**config.mk**
```make
export PLATFORM = sky130hd
export DESIGN_NAME = cpu_ml
export DESIGN_NICKNAME = d
export VERILOG_FILES = /design/src/rtl/cpu_ml.sv
export SDC_FILE = /design/constraint.sdc
export NUM_CORES = 1
export LEC_CHECK = 0
export ABC_CLOCK_PERIOD_IN_PS = 4800
export BUFFER_PORTS_ARGS = -buffer_cell sky130_fd_sc_hd__buf_2
export CAP_MARGIN = 20
export CELL_PAD_IN_SITES_DETAIL_PLACEMENT = 1
export CELL_PAD_IN_SITES_GLOBAL_PLACEMENT = 1
export CORE_ASPECT_RATIO = 0.9
export CORE_MARGIN = 2
export CORE_UTILIZATION = 43
export DETAILED_ROUTE_END_ITERATION = 7
export PLACE_DENSITY_LB_ADDON = 0.2
export SLEW_MARGIN = 30
export SYNTH_ARGS = -nofsm -noshare
export SYNTH_HDL_FRONTEND = slang
export SYNTH_SLANG_ARGS = --single-unit
```
**constraint.sdc**
```tcl
create_clock -name clk -period 4.8 [get_ports clk]
set_input_delay 1.2 -clock clk [delete_from_list [all_inputs] [get_ports clk]]
set_output_delay 1.2 -clock clk [all_outputs]
set_load 0.1 [all_outputs]
```
**src/rtl/cpu_ml.sv**
```systemverilog
// cpu_ml: parametrised multicycle fetch/exec/mem core with Z/C flags, conditional branches
// and independent request/acknowledge instruction and data ports.
module cpu_ml #(
  parameter int unsigned   DW           = 8,
  parameter int unsigned   AW           = 16,
  parameter int unsigned   NREGS        = 16,
  parameter logic [AW-1:0] RESET_VECTOR = '0
) (
  input  logic          clk,
  input  logic          rst,
  output logic [AW-1:0] i_addr,
  output logic          i_req,
  input  logic [31:0]   i_data,
  input  logic          i_ack,
  output logic [AW-1:0] d_addr,
  output logic          d_req,
  output logic          d_we,
  output logic [DW-1:0] d_wdata,
  input  logic [DW-1:0] d_rdata,
  input  logic          d_ack,
  output logic          halted
);
  localparam int unsigned RW = (NREGS > 1) ? $clog2(NREGS) : 1;

  typedef enum logic [1:0] {StFetch, StExec, StMem, StHalted} state_e;

  state_e        r_state, w_state_nxt;
  logic [AW-1:0] r_pc, w_pc_nxt;
  logic [31:0]   r_ir, w_ir_nxt;
  logic          r_z, w_z_nxt;
  logic          r_c, w_c_nxt;
  logic [DW-1:0] r_regs [NREGS];

  logic          w_rf_we;
  logic [DW-1:0] w_rf_wdata;
  logic [7:0]    w_op;
  logic [RW-1:0] w_rd, w_ra, w_rb;
  logic [DW-1:0] w_opd, w_opa, w_opb, w_alu;
  logic [DW:0]   w_sum, w_diff;
  logic          w_cout;
  logic [AW-1:0] w_target, w_pc_inc;

  assign w_op     = r_ir[31:24];
  assign w_rd     = r_ir[16 +: RW];
  assign w_ra     = r_ir[8 +: RW];
  assign w_rb     = r_ir[0 +: RW];
  assign w_opd    = r_regs[w_rd];
  assign w_opa    = r_regs[w_ra];
  assign w_opb    = r_regs[w_rb];
  assign w_target = AW'(r_ir[23:8]);
  assign w_pc_inc = r_pc + AW'(4);
  assign w_sum    = {1'b0, w_opa} + {1'b0, w_opb};
  assign w_diff   = {1'b0, w_opa} - {1'b0, w_opb};

  // Shifting by the full r[b] value naturally yields zero once the amount reaches DW.
  always_comb begin
    w_alu  = '0;
    w_cout = 1'b0;
    case (w_op)
      8'h05: begin
        w_alu  = w_sum[DW-1:0];
        w_cout = w_sum[DW];
      end
      8'h06: begin
        w_alu  = w_diff[DW-1:0];
        w_cout = w_diff[DW];
      end
      8'h07:   w_alu = w_opa & w_opb;
      8'h08:   w_alu = w_opa | w_opb;
      8'h09:   w_alu = w_opa ^ w_opb;
      8'h0A:   w_alu = w_opa << w_opb;
      8'h0B:   w_alu = w_opa >> w_opb;
      default: w_alu = '0;
    endcase
  end

  always_comb begin
    w_state_nxt = r_state;
    w_pc_nxt    = r_pc;
    w_ir_nxt    = r_ir;
    w_z_nxt     = r_z;
    w_c_nxt     = r_c;
    w_rf_we     = 1'b0;
    w_rf_wdata  = w_alu;
    case (r_state)
      StFetch: begin
        if (i_ack) begin
          w_ir_nxt    = i_data;
          w_state_nxt = StExec;
        end
      end
      StExec: begin
        w_state_nxt = StFetch;
        w_pc_nxt    = w_pc_inc;
        case (w_op)
          8'h00: begin
            w_state_nxt = StHalted;
            w_pc_nxt    = r_pc;
          end
          8'h01, 8'h02: w_state_nxt = StMem;
          8'h03: begin
            w_rf_we    = 1'b1;
            w_rf_wdata = DW'(r_ir[15:8]);
          end
          8'h04: begin
            w_rf_we    = 1'b1;
            w_rf_wdata = w_opa;
          end
          8'h05, 8'h06, 8'h07, 8'h08, 8'h09, 8'h0A, 8'h0B: begin
            w_rf_we = 1'b1;
            w_z_nxt = (w_alu == '0);
            w_c_nxt = w_cout;
          end
          8'h0C: w_pc_nxt = w_target;
          8'h0D: if (r_z) w_pc_nxt = w_target;
          8'h0E: if (!r_z) w_pc_nxt = w_target;
          8'h0F: if (r_c) w_pc_nxt = w_target;
          default: ;
        endcase
      end
      StMem: begin
        if (d_ack) begin
          w_state_nxt = StFetch;
          if (w_op == 8'h01) begin
            w_rf_we    = 1'b1;
            w_rf_wdata = d_rdata;
          end
        end
      end
      StHalted: ;
      default: w_state_nxt = StFetch;
    endcase
  end

  always_ff @(posedge clk) begin
    if (rst) begin
      r_state <= StFetch;
      r_pc    <= RESET_VECTOR;
      r_ir    <= '0;
      r_z     <= 1'b0;
      r_c     <= 1'b0;
      for (int unsigned i = 0; i < NREGS; i++) r_regs[i] <= '0;
    end else begin
      r_state <= w_state_nxt;
      r_pc    <= w_pc_nxt;
      r_ir    <= w_ir_nxt;
      r_z     <= w_z_nxt;
      r_c     <= w_c_nxt;
      if (w_rf_we) r_regs[w_rd] <= w_rf_wdata;
    end
  end

  // Requests are masked during rst so an in-flight transfer is dropped immediately.
  assign i_addr  = r_pc;
  assign i_req   = (r_state == StFetch) && !rst;
  assign d_addr  = AW'(r_ir[15:0]);
  assign d_req   = (r_state == StMem) && !rst;
  assign d_we    = d_req && (w_op == 8'h02);
  assign d_wdata = w_opd;
  assign halted  = (r_state == StHalted) && !rst;
endmodule

```
==> flow_metrics.env, run 1 <==
export IMPL_fin_tns_setup_ns=0
export IMPL_cts_hold_buffers=0
export IMPL_first_pass_iters=5
export IMPL_antenna_found_initial=1
export IMPL_status="completed"
export IMPL_p_leak_nw=4.90
export IMPL_gp_congestion=0.906
export IMPL_numClockSinks=192
export IMPL_cp_cell_sequence="mux4_1 > nand3_1 > and4_1 > inv_2 > ha_1 > fa_1 > a21o_1 > a21oi_1 > o21bai_1 > a21oi_1 > o221ai_1 > a221oi_2 > o21ai_0 > a22oi_1 > buf_6 > nor2_1"
export IMPL_ys_types=62
export IMPL_layout_drive_gt1_share=0.252
export IMPL_wirelength_um=40400
export IMPL_wl_per_cell_um=25.6
export IMPL_cp_slowest_cell="mux4_1"
export IMPL_min_path_cells=2
export IMPL_yosysWarnings=0
export IMPL_r2r_end="r_regs[12][6]"
export IMPL_grt_max_degree=62
export IMPL_num_rows=58
export IMPL_numCtsBuffers=17
export IMPL_maxCapViolCount=0
export IMPL_holdPathEnd="r_ir[6]"
export IMPL_start_util=0.435
export IMPL_irDropWorstVdd_v=0.000300
export IMPL_via_per_inst=6.35
export IMPL_root_buffer="clkbuf_16"
export IMPL_grt_pass1_vias=10100
export IMPL_final_area_um2=13600
export IMPL_fin_crit_sh=0.955
export IMPL_ys_ff_latch=192
export IMPL_critPathMostFrequentCell="a21oi_1"
export IMPL_dpl_cell_area_um2=12900
export IMPL_die_w_um=180
export IMPL_h_tree_depth=4
export IMPL_final_hold_viol_count=0
export IMPL_holdCritPathClass="reg -> reg"
export IMPL_clk_latency_ns=0.45
export IMPL_place_hpwl_um=30400
export IMPL_start_kind="flop"
export IMPL_drtIter0Drc=1202
export IMPL_tritoncts="built"
export IMPL_nets=1280
export IMPL_slew_headroom=0.451
export IMPL_setup_viol=0
export IMPL_grt_pass1_wl_um=61700
export IMPL_vias=10000
export IMPL_synth_edff_count=128
export IMPL_track_usage=0.276
export IMPL_drcViolationCount=0
export IMPL_fp_coreArea_um2=27700
export IMPL_rr_worst_depth=16
export IMPL_finClkSkew_ns=0.0113
export IMPL_path_delay_family="compound AO/OA/AOI/OAI gates"
export IMPL_endpoint_kind="flop"
export IMPL_final_core_util=0.492
export IMPL_clk_path_buf_depth=2
export IMPL_boundaryPins=88
export IMPL_synth_main_ff_cell="edfxtp_1"
export IMPL_drt_antenna_violating_nets=0
export IMPL_reg2reg_slack_ns=0.22
export IMPL_syn2layout_area_growth_pct=13.2
export IMPL_critPathBufInv=2
export IMPL_path_clk_slew_ns=0.08
export IMPL_die_y_um=163
export IMPL_worstHoldStart="r_ir[6]"
export IMPL_cellPowerDensity_nw_per_um2=354
export IMPL_syn_nets=1200
export IMPL_rsz0062_at_grt="false"
export IMPL_critPathRequiredTime_ns=4.97
export IMPL_dp_cells=1533
export IMPL_crit_type="reg -> reg"
export IMPL_synth_cells=1125
export IMPL_io_buffers=87
export IMPL_final_cell_count_no_fill=1579
export IMPL_cp_max_fo=16
export IMPL_layout_min_cycle_time_ns=4.58
export IMPL_die_area_um2=29400
export IMPL_netlist_area_um2=12100
export IMPL_overflow=0
export IMPL_critPathArrivalTime_ns=4.76
export IMPL_ys_async_sr_fraction=0
export IMPL_yosysSeqAreaShare=0.425
export IMPL_avgSynthCellArea_um2=10.7
export IMPL_tightest_slew_ns=0.820
export IMPL_critical_path_max_stage_delay_ns=0.60
export IMPL_max_freq_mhz=218
export IMPL_drv_slew=0
==> flip-flops by register name (all words and copies together), names as in the netlist, named ones only <==
name,count
r_z,1
r_regs,128
i_addr,16
r_c,1
r_state,2
r_ir,32
==> cell type report <==
type                    count  area, um2
flip-flops and latches    192       5130
fillers                  3081      14100
clock inverters            15        155
repair buffers            153        985
clock buffers              17        425
well taps                 360        450
inverters                  28        108
diodes                      1       2.50
multi-input cells         813       6380
==> per-layer routing <==
| layer | vias up | global-route usage | share of wire |
|---|---|---|---|
| met5 | - | 0 | 0 |
| met4 | 0 | 0.0645 | 0.015 |
| met3 | 50 | 0.0492 | 0.076 |
| met2 | 458 | 0.440 | 0.47 |
| met1 | 5158 | 0.395 | 0.44 |
| li1 | 4368 | - | - |
==> power breakdown <==
part / switching [mW] / internal (mW)
registers: 0.103 / 1.83
logic: 0.945 / 0.511
clock network: 0.701 / 0.735
total: 1.75 / 3.08
==> layout by cell type, fill, tap and decap left out, drive strengths merged, types with 7 or more instances in the layout <==
master and instances:
nor2 194, buf 153, nand2 134, edfxtp 128, mux4 106, a21oi 80, dfxtp 64, inv 34
a22oi 29, ha 29, o21ai 27, nand3 25, mux2i 19, nand2b 19, clkbuf 17, nor2b 13
nor3b 11, and3 11, a31oi 8, a221o 8, nor3 8, a211oi 8, o21bai 7
==> worst register-to-register path, stage by stage (launching register included) <==
cell and delay, ns:
dfxtp_4 0.46, mux4_1 0.60, nand3_1 0.11, and4_1 0.34, inv_2 0.07, ha_1 0.24, fa_1 0.49, a21o_1 0.18
a21oi_1 0.24, o21bai_1 0.09, a21oi_1 0.25, o221ai_1 0.17, a221oi_2 0.32, o21ai_0 0.17, a22oi_1 0.28, buf_6 0.22
nor2_1 0.07
==> stage by stage <==
stage	setup slack [ns]	hold slack (ns)	power (mW)
floorplan	0.298	0.437	2.96
global placement	0.292	0.440	3.36
detailed placement	0.102	0.451	3.38
CTS	0.0511	0.463	4.81
global route	0.0178	0.484	5.01
finish	0.215	0.461	4.83
==> cell usage after synthesis, drive strengths merged (3+ instances only) <==
cell,instances,area [um2]
inv,28,108
mux2i,19,190
and3,11,68.8
a21oi,80,404
nand2,134,503
mux4,106,2410
dfxtp,64,1280
or3,3,18.8
nor4,3,18.8
nor3b,11,82.6
a221o,8,80.1
a21o,5,37.5
nand4,5,31.3
nand3,25,125
ha,29,363
buf,46,297
nand2b,19,119
a211oi,8,65.1
nor2b,13,81.3
a32oi,3,26.3
or4,4,30.0
o211ai,6,45.0
nor2,194,728
a221oi,5,43.8
nor3,8,40.0
o21bai,7,52.6
o221ai,4,35.0
clkbuf,46,173
mux2,4,45.0
o22ai,3,18.8
edfxtp,128,3840
o21ai,27,135
a31oi,8,50.1
o31ai,5,37.5
a22oi,29,218
==> how the worst max path moves through the flow <==
stage | from | end | slack [ns] | cells after the start
after detailed placement | flop | r_regs[9][6] | 0.10 | 15
after global placement | flop | r_z | 0.29 | 16
after CTS | flop | r_regs[9][6] | 0.05 | 15
final | flop | r_regs[12][6] | 0.22 | 16
after global routing | flop | r_regs[12][6] | 0.02 | 16
after floorplan | rst | d_we | 0.30 | 3
==> repair_timing <==
item / CTS / global route
setup buffers: 0 / 13
endpoints found under the hold margin: 0 / 0
gates resized for setup: 0 / 6
setup endpoints to repair: 0 / 33
==> kinds of logic (layout without fill, tap and decap cells) <==
logic type / Yosys count / count (layout) / share of synthesized area
flops: 192 / 192 / 0.425
other cells: 0 / 1 / 0
buf+inv: 120 / 213 / 0.0479
fa+ha+maj: 31 / 31 / 0.0334
mux: 129 / 129 / 0.219
simple gates: 438 / 438 / 0.158
compound gates: 215 / 215 / 0.116
(Power assumes the default switching activity.)
==> run 2, diff against run 1 <==
--- a/config.mk
+++ b/config.mk
@@ -10,10 +10,11 @@
 export CAP_MARGIN = 20
 export CELL_PAD_IN_SITES_DETAIL_PLACEMENT = 1
 export CELL_PAD_IN_SITES_GLOBAL_PLACEMENT = 1
-export CORE_ASPECT_RATIO = 0.9
+export CORE_ASPECT_RATIO = 1.25
 export CORE_MARGIN = 2
 export CORE_UTILIZATION = 43
 export DETAILED_ROUTE_END_ITERATION = 7
+export MAX_ROUTING_LAYER = met4
 export PLACE_DENSITY_LB_ADDON = 0.2
 export SLEW_MARGIN = 30
 export SYNTH_ARGS = -nofsm -noshare
==> run 2 against run 1 <==
  * Highest routed layer unchanged
  * Cell area up 0.29%
  * Global-route usage up 2.1 points
  * Clock power about the same
  * Final cell count down 0.63%
  * Die area about the same
  * Flip-flop and latch count unchanged
==> flow_metrics.env, run 2 (synthesized netlist as in run 1, its figures left out) <==
export IMPL_via_per_inst=6.43
export IMPL_numCtsBuffers=17
export IMPL_path_clk_slew_ns=0.07
export IMPL_antenna_found_initial=0
export IMPL_rr_worst_depth=17
export IMPL_critPathRequiredTime_ns=4.99
export IMPL_status="completed"
export IMPL_first_pass_iters=7
export IMPL_clk_latency_ns=0.45
export IMPL_root_buffer="clkbuf_16"
export IMPL_finClkSkew_ns=0.00890
export IMPL_mostFrequentLayoutCells="193 x nor2_1, 130 x nand2_1, 128 x edfxtp_1, 101 x mux4_2, 87 x buf_2"
export IMPL_power_frac_seq=0.397
export IMPL_p_leak_nw=4.92
export IMPL_grt_pass1_vias=10300
export IMPL_fin_ws_ns=0.216
export IMPL_slew_headroom=0.387
export IMPL_wl_per_cell_um=26.7
export IMPL_intPower_mw=3.09
export IMPL_largest_register_ffs=128
export IMPL_h_tree_depth=4
export IMPL_holdCritPathClass="reg -> reg"
export IMPL_layout_drive_gt1_share=0.259
export IMPL_boundaryPins=88
export IMPL_start_util=0.437
export IMPL_setup_viol=0
export IMPL_rsz0062_at_grt="false"
export IMPL_layout_commonest_cell="nor2_1"
export IMPL_worstHoldStart="r_ir[4]"
export IMPL_fp_coreArea_um2=27600
export IMPL_cp_max_fo=16
export IMPL_critPathArrivalTime_ns=4.78
export IMPL_fin_crit_sh=0.955
export IMPL_grt_pass1_wl_um=63800
export IMPL_drtIter0Drc=934
export IMPL_max_freq_mhz=218
export IMPL_die_area_um2=29400
export IMPL_p_sw_mw=1.78
export IMPL_final_hold_viol_count=0
export IMPL_tritoncts="built"
export IMPL_gp_congestion=0.951
export IMPL_diodes=0
export IMPL_start_kind="flop"
export IMPL_drt_antenna_violating_nets=0
export IMPL_dpl_worst_slack_ns=-0.102
export IMPL_sw_frac_of_total=0.366
export IMPL_track_usage=0.297
export IMPL_endpoint_kind="flop"
export IMPL_maxCapViolCount=0
export IMPL_cts_hold_buffers=0
export IMPL_p_comb_frac=0.308
export IMPL_tightest_slew_ns=0.912
export IMPL_cellPowerDensity_nw_per_um2=356
export IMPL_min_path_cells=2
export IMPL_die_w_um=154
export IMPL_die_y_um=191
export IMPL_clk_path_buf_depth=2
export IMPL_final_area_um2=13700
export IMPL_irDropWorstVdd_v=0.000227
export IMPL_final_core_util=0.496
export IMPL_vias=10100
export IMPL_drcViolationCount=0
export IMPL_overflow=0
export IMPL_nets=1281
export IMPL_io_buffers=87
export IMPL_place_hpwl_um=30900
export IMPL_dpl_cell_area_um2=13000
export IMPL_num_rows=68
export IMPL_grt_max_degree=40
export IMPL_wirelength_um=41800
export IMPL_crit_type="reg -> reg"
export IMPL_numClockSinks=192
export IMPL_drv_slew=0
export IMPL_syn2layout_area_growth_pct=13.5
export IMPL_nFillCells=3029
export IMPL_top_register="r_regs"
export IMPL_pwr_share_clk=0.295
export IMPL_layout_min_cycle_time_ns=4.58
==> run 2: through the flow <==
stage               total power, mW  hold slack (ns)  setup TNS [ns]  instances
CTS                            4.85            0.459               0       1566
finish                         4.87            0.456               0       1569
global route                   5.05            0.492               0       1569
global placement               3.40            0.441               0       1534
floorplan                      2.96            0.437               0       1125
detailed placement             3.43            0.449           -1.48       1534
==> run 2: critical path: stages (launching register included) <==
cell	delay, ns
dfxtp_4	0.46
mux4_2	0.54
a22oi_2	0.30
nand2_2	0.19
inv_1	0.14
ha_1	0.19
inv_1	0.07
fa_1	0.46
a21oi_1	0.19
o21bai_1	0.12
a21oi_1	0.17
o21bai_1	0.11
a211o_1	0.32
a221oi_2	0.33
o21ai_0	0.20
a22oi_1	0.25
buf_6	0.23
nor2_1	0.06
==> run 2: path summary, 6_finish.rpt <==
kind / to / slack (ns)
min reg2reg: r_ir[4] / 0.46
min: r_ir[4] / 0.46
max reg2reg: r_regs[9][6] / 0.22
max: r_regs[9][6] / 0.22
==> run 2: area by class of cell <==
| class | count | area, um2 | area share |
|---|---|---|---|
| sequential | 192 | 5130 | 0.375 |
| inverter | 28 | 108 | 0.00786 |
| clock inverter | 12 | 119 | 0.00869 |
| clock buffer | 20 | 467 | 0.0341 |
| timing repair buffer | 154 | 1020 | 0.0742 |
| tap | 350 | 438 | 0.0320 |
| multi-input combinational | 813 | 6400 | 0.468 |
==> run 2: power by group through the flow <==
stage	Sequential (mW)	Clock, mW	Combinational (mW)
CTS	1.93	1.45	1.47
global placement	1.96	0	1.44
finish	1.93	1.44	1.50
global route	1.94	1.51	1.60
detailed placement	1.96	0	1.47
floorplan	1.93	0	1.03
==> run 2: metal layers <==
layer  track usage  routed length, um
met1         0.372              16700
met2         0.482              20300
met3        0.0567               3250
met4         0.113               1590
met5             -                  0
==> run 2: what timing repair did <==
item,CTS,global route
endpoints found under the setup margin,18,49
buffers inserted,0,3
pin swaps,0,1
resized for setup,3,11
==> run 3, diff against run 2 <==
--- a/config.mk
+++ b/config.mk
@@ -6,16 +6,17 @@
 export NUM_CORES = 1
 export LEC_CHECK = 0
 export ABC_CLOCK_PERIOD_IN_PS = 4800
-export BUFFER_PORTS_ARGS = -buffer_cell sky130_fd_sc_hd__buf_2
+export BUFFER_PORTS_ARGS = -buffer_cell sky130_fd_sc_hd__buf_4
 export CAP_MARGIN = 20
 export CELL_PAD_IN_SITES_DETAIL_PLACEMENT = 1
 export CELL_PAD_IN_SITES_GLOBAL_PLACEMENT = 1
 export CORE_ASPECT_RATIO = 1.25
 export CORE_MARGIN = 2
-export CORE_UTILIZATION = 43
+export CORE_UTILIZATION = 49
 export DETAILED_ROUTE_END_ITERATION = 7
 export MAX_ROUTING_LAYER = met4
 export PLACE_DENSITY_LB_ADDON = 0.2
+export SKIP_CTS_REPAIR_TIMING = 1
 export SLEW_MARGIN = 30
 export SYNTH_ARGS = -nofsm -noshare
 export SYNTH_HDL_FRONTEND = slang
==> run 3 against run 2 <==
  * Cell area increased by 1.4%
  * Critical path depth decreased by 1
  * Critical endpoint is now r_regs[14][6]
  * Routed wire length increased by 5.5%
  * Die area decreased by 12%
  * Non-clock buffer count increased by 2
  * Setup slack got worse by 0.062 ns
==> flow_metrics.env, run 3 (synthesized netlist as in run 1, its figures left out) <==
export IMPL_p_comb_frac=0.300
export IMPL_gp_congestion=0.939
export IMPL_via_per_inst=6.71
export IMPL_status="completed"
export IMPL_drcViolationCount=0
export IMPL_power_frac_seq=0.389
export IMPL_drv_slew=0
export IMPL_layout_commonest_cell="nor2_1"
export IMPL_irDropWorstVdd_v=0.000286
export IMPL_max_freq_mhz=215
export IMPL_path_clk_slew_ns=0.08
export IMPL_die_w_um=144
export IMPL_critPathRequiredTime_ns=4.99
export IMPL_holdCritPathClass="reg -> reg"
export IMPL_grt_pass1_vias=10800
export IMPL_numClockSinks=192
export IMPL_p_sw_mw=1.86
export IMPL_grt_pass1_wl_um=66200
export IMPL_pwr_share_clk=0.311
export IMPL_clk_path_buf_depth=2
export IMPL_slew_headroom=0.349
export IMPL_finClkSkew_ns=0.0188
export IMPL_nets=1283
export IMPL_holdWs_ns=0.461
export IMPL_grt_max_degree=55
export IMPL_start_kind="flop"
export IMPL_syn2layout_area_growth_pct=15.1
export IMPL_cellPowerDensity_nw_per_um2=359
export IMPL_clk_latency_ns=0.46
export IMPL_drt_antenna_violating_nets=0
export IMPL_critical_path_max_stage_delay_ns=0.51
export IMPL_maxCapViolCount=0
export IMPL_cp_slowest_cell="mux4_2"
export IMPL_fin_crit_sh=0.968
export IMPL_cp_cell_sequence="buf_4 > mux4_2 > a22oi_1 > nand2_2 > ha_1 > fa_1 > a21o_1 > a21oi_1 > o21bai_1 > a21oi_1 > o221ai_1 > a221oi_1 > o21ai_1 > a22oi_1 > buf_6 > nor2_1"
export IMPL_first_pass_iters=5
export IMPL_mostFrequentLayoutCells="193 x nor2_1, 152 x buf_4, 133 x nand2_1, 128 x edfxtp_1, 101 x mux4_2"
export IMPL_endpoint_kind="flop"
export IMPL_io_buffers=87
export IMPL_cp_max_fo=16
export IMPL_crit_type="reg -> reg"
export IMPL_num_rows=64
export IMPL_critPathArrivalTime_ns=4.84
export IMPL_overflow=0
export IMPL_power_mw=4.99
export IMPL_setup_viol=0
export IMPL_root_buffer="clkbuf_16"
export IMPL_vias=10400
export IMPL_die_y_um=179
export IMPL_die_area_um2=25900
export IMPL_layout_min_cycle_time_ns=4.65
export IMPL_drtIter0Drc=1049
export IMPL_reg2reg_slack_ns=0.15
export IMPL_top_register="r_regs"
export IMPL_antenna_found_initial=0
export IMPL_intPower_mw=3.13
export IMPL_boundaryPins=88
export IMPL_diodes=0
export IMPL_track_usage=0.363
export IMPL_p_leak_nw=4.97
export IMPL_tightest_slew_ns=0.976
export IMPL_final_hold_viol_count=0
export IMPL_place_hpwl_um=31200
export IMPL_sw_frac_of_total=0.372
export IMPL_start_util=0.495
export IMPL_largest_register_ffs=128
export IMPL_h_tree_depth=4
export IMPL_fp_coreArea_um2=24300
export IMPL_tritoncts="built"
export IMPL_fin_tns_setup_ns=0
export IMPL_layout_drive_gt1_share=0.256
export IMPL_rsz0062_at_grt="false"
export IMPL_wirelength_um=44200
export IMPL_numCtsBuffers=17
export IMPL_wl_per_cell_um=28.5
-- run 3: changes by cell type in the layout (fill, tap and decap cells not counted), moves of 3 or more --
cell / change
buf_12: -3
nand2_2: -3
buf_2: -87
nand2_1: +3
clkbuf_8: -3
buf_4: +93
-- run 3: path summary, 6_finish.rpt --
kind / startpoint / endpoint / cells past startpoint
setup / recovery: flop / r_regs[14][6] / 16
hold / removal: r_ir[7] / r_ir[7] / 2
hold reg to reg: r_ir[7] / r_ir[7] / 2
setup reg to reg: flop / r_regs[14][6] / 16
-- run 3: layer usage --
metal | vias up | wire length (um) | GRT usage | part of all wire
met2 | 611 | 21700 | 0.587 | 0.49
met1 | 5235 | 15300 | 0.411 | 0.35
li1 | 4368 | - | - | -
met5 | - | 0 | - | 0
met3 | 196 | 4090 | 0.0898 | 0.093
met4 | 0 | 3080 | 0.213 | 0.070
-- run 3: final cells by class --
type	count	area [um2]
multi-input combinational	813	6380
clock buffer	17	425
tap	330	413
timing repair buffer	156	1200
inverter	28	108
sequential	192	5140
clock inverter	15	205
fill	2658	10500
-- run 3: through the flow --
step,util,worst slack [ns],area [um2],cells
after detailed placement,0.543,0.0504,13200,1519
after floorplan,-,0.298,12100,1125
after global placement,0.543,0.314,13200,1519
after CTS,0.569,-0.00733,13900,1551
final,0.570,0.154,13900,1551
after global routing,0.570,0.00117,13900,1551
-- run 3: critical path, delay by kind of cell, from the launching register on --
family / cells / cell delay [ns]
compound gates: 9 / 1.96
fa+ha+maj: 2 / 0.81
buf+inv: 2 / 0.39
flops: 1 / 0.45
mux: 1 / 0.51
simple gates: 2 / 0.24
-- run 3: power groups by stage --
| stage | clock [mW] | combinational (mW) | sequential, mW |
|---|---|---|---|
| after floorplan | 0 | 1.03 | 1.93 |
| after detailed placement | 0 | 1.46 | 1.97 |
| after global placement | 0 | 1.43 | 1.96 |
| after global routing | 1.61 | 1.58 | 1.95 |
| final | 1.55 | 1.50 | 1.94 |
| after CTS | 1.55 | 1.47 | 1.94 |
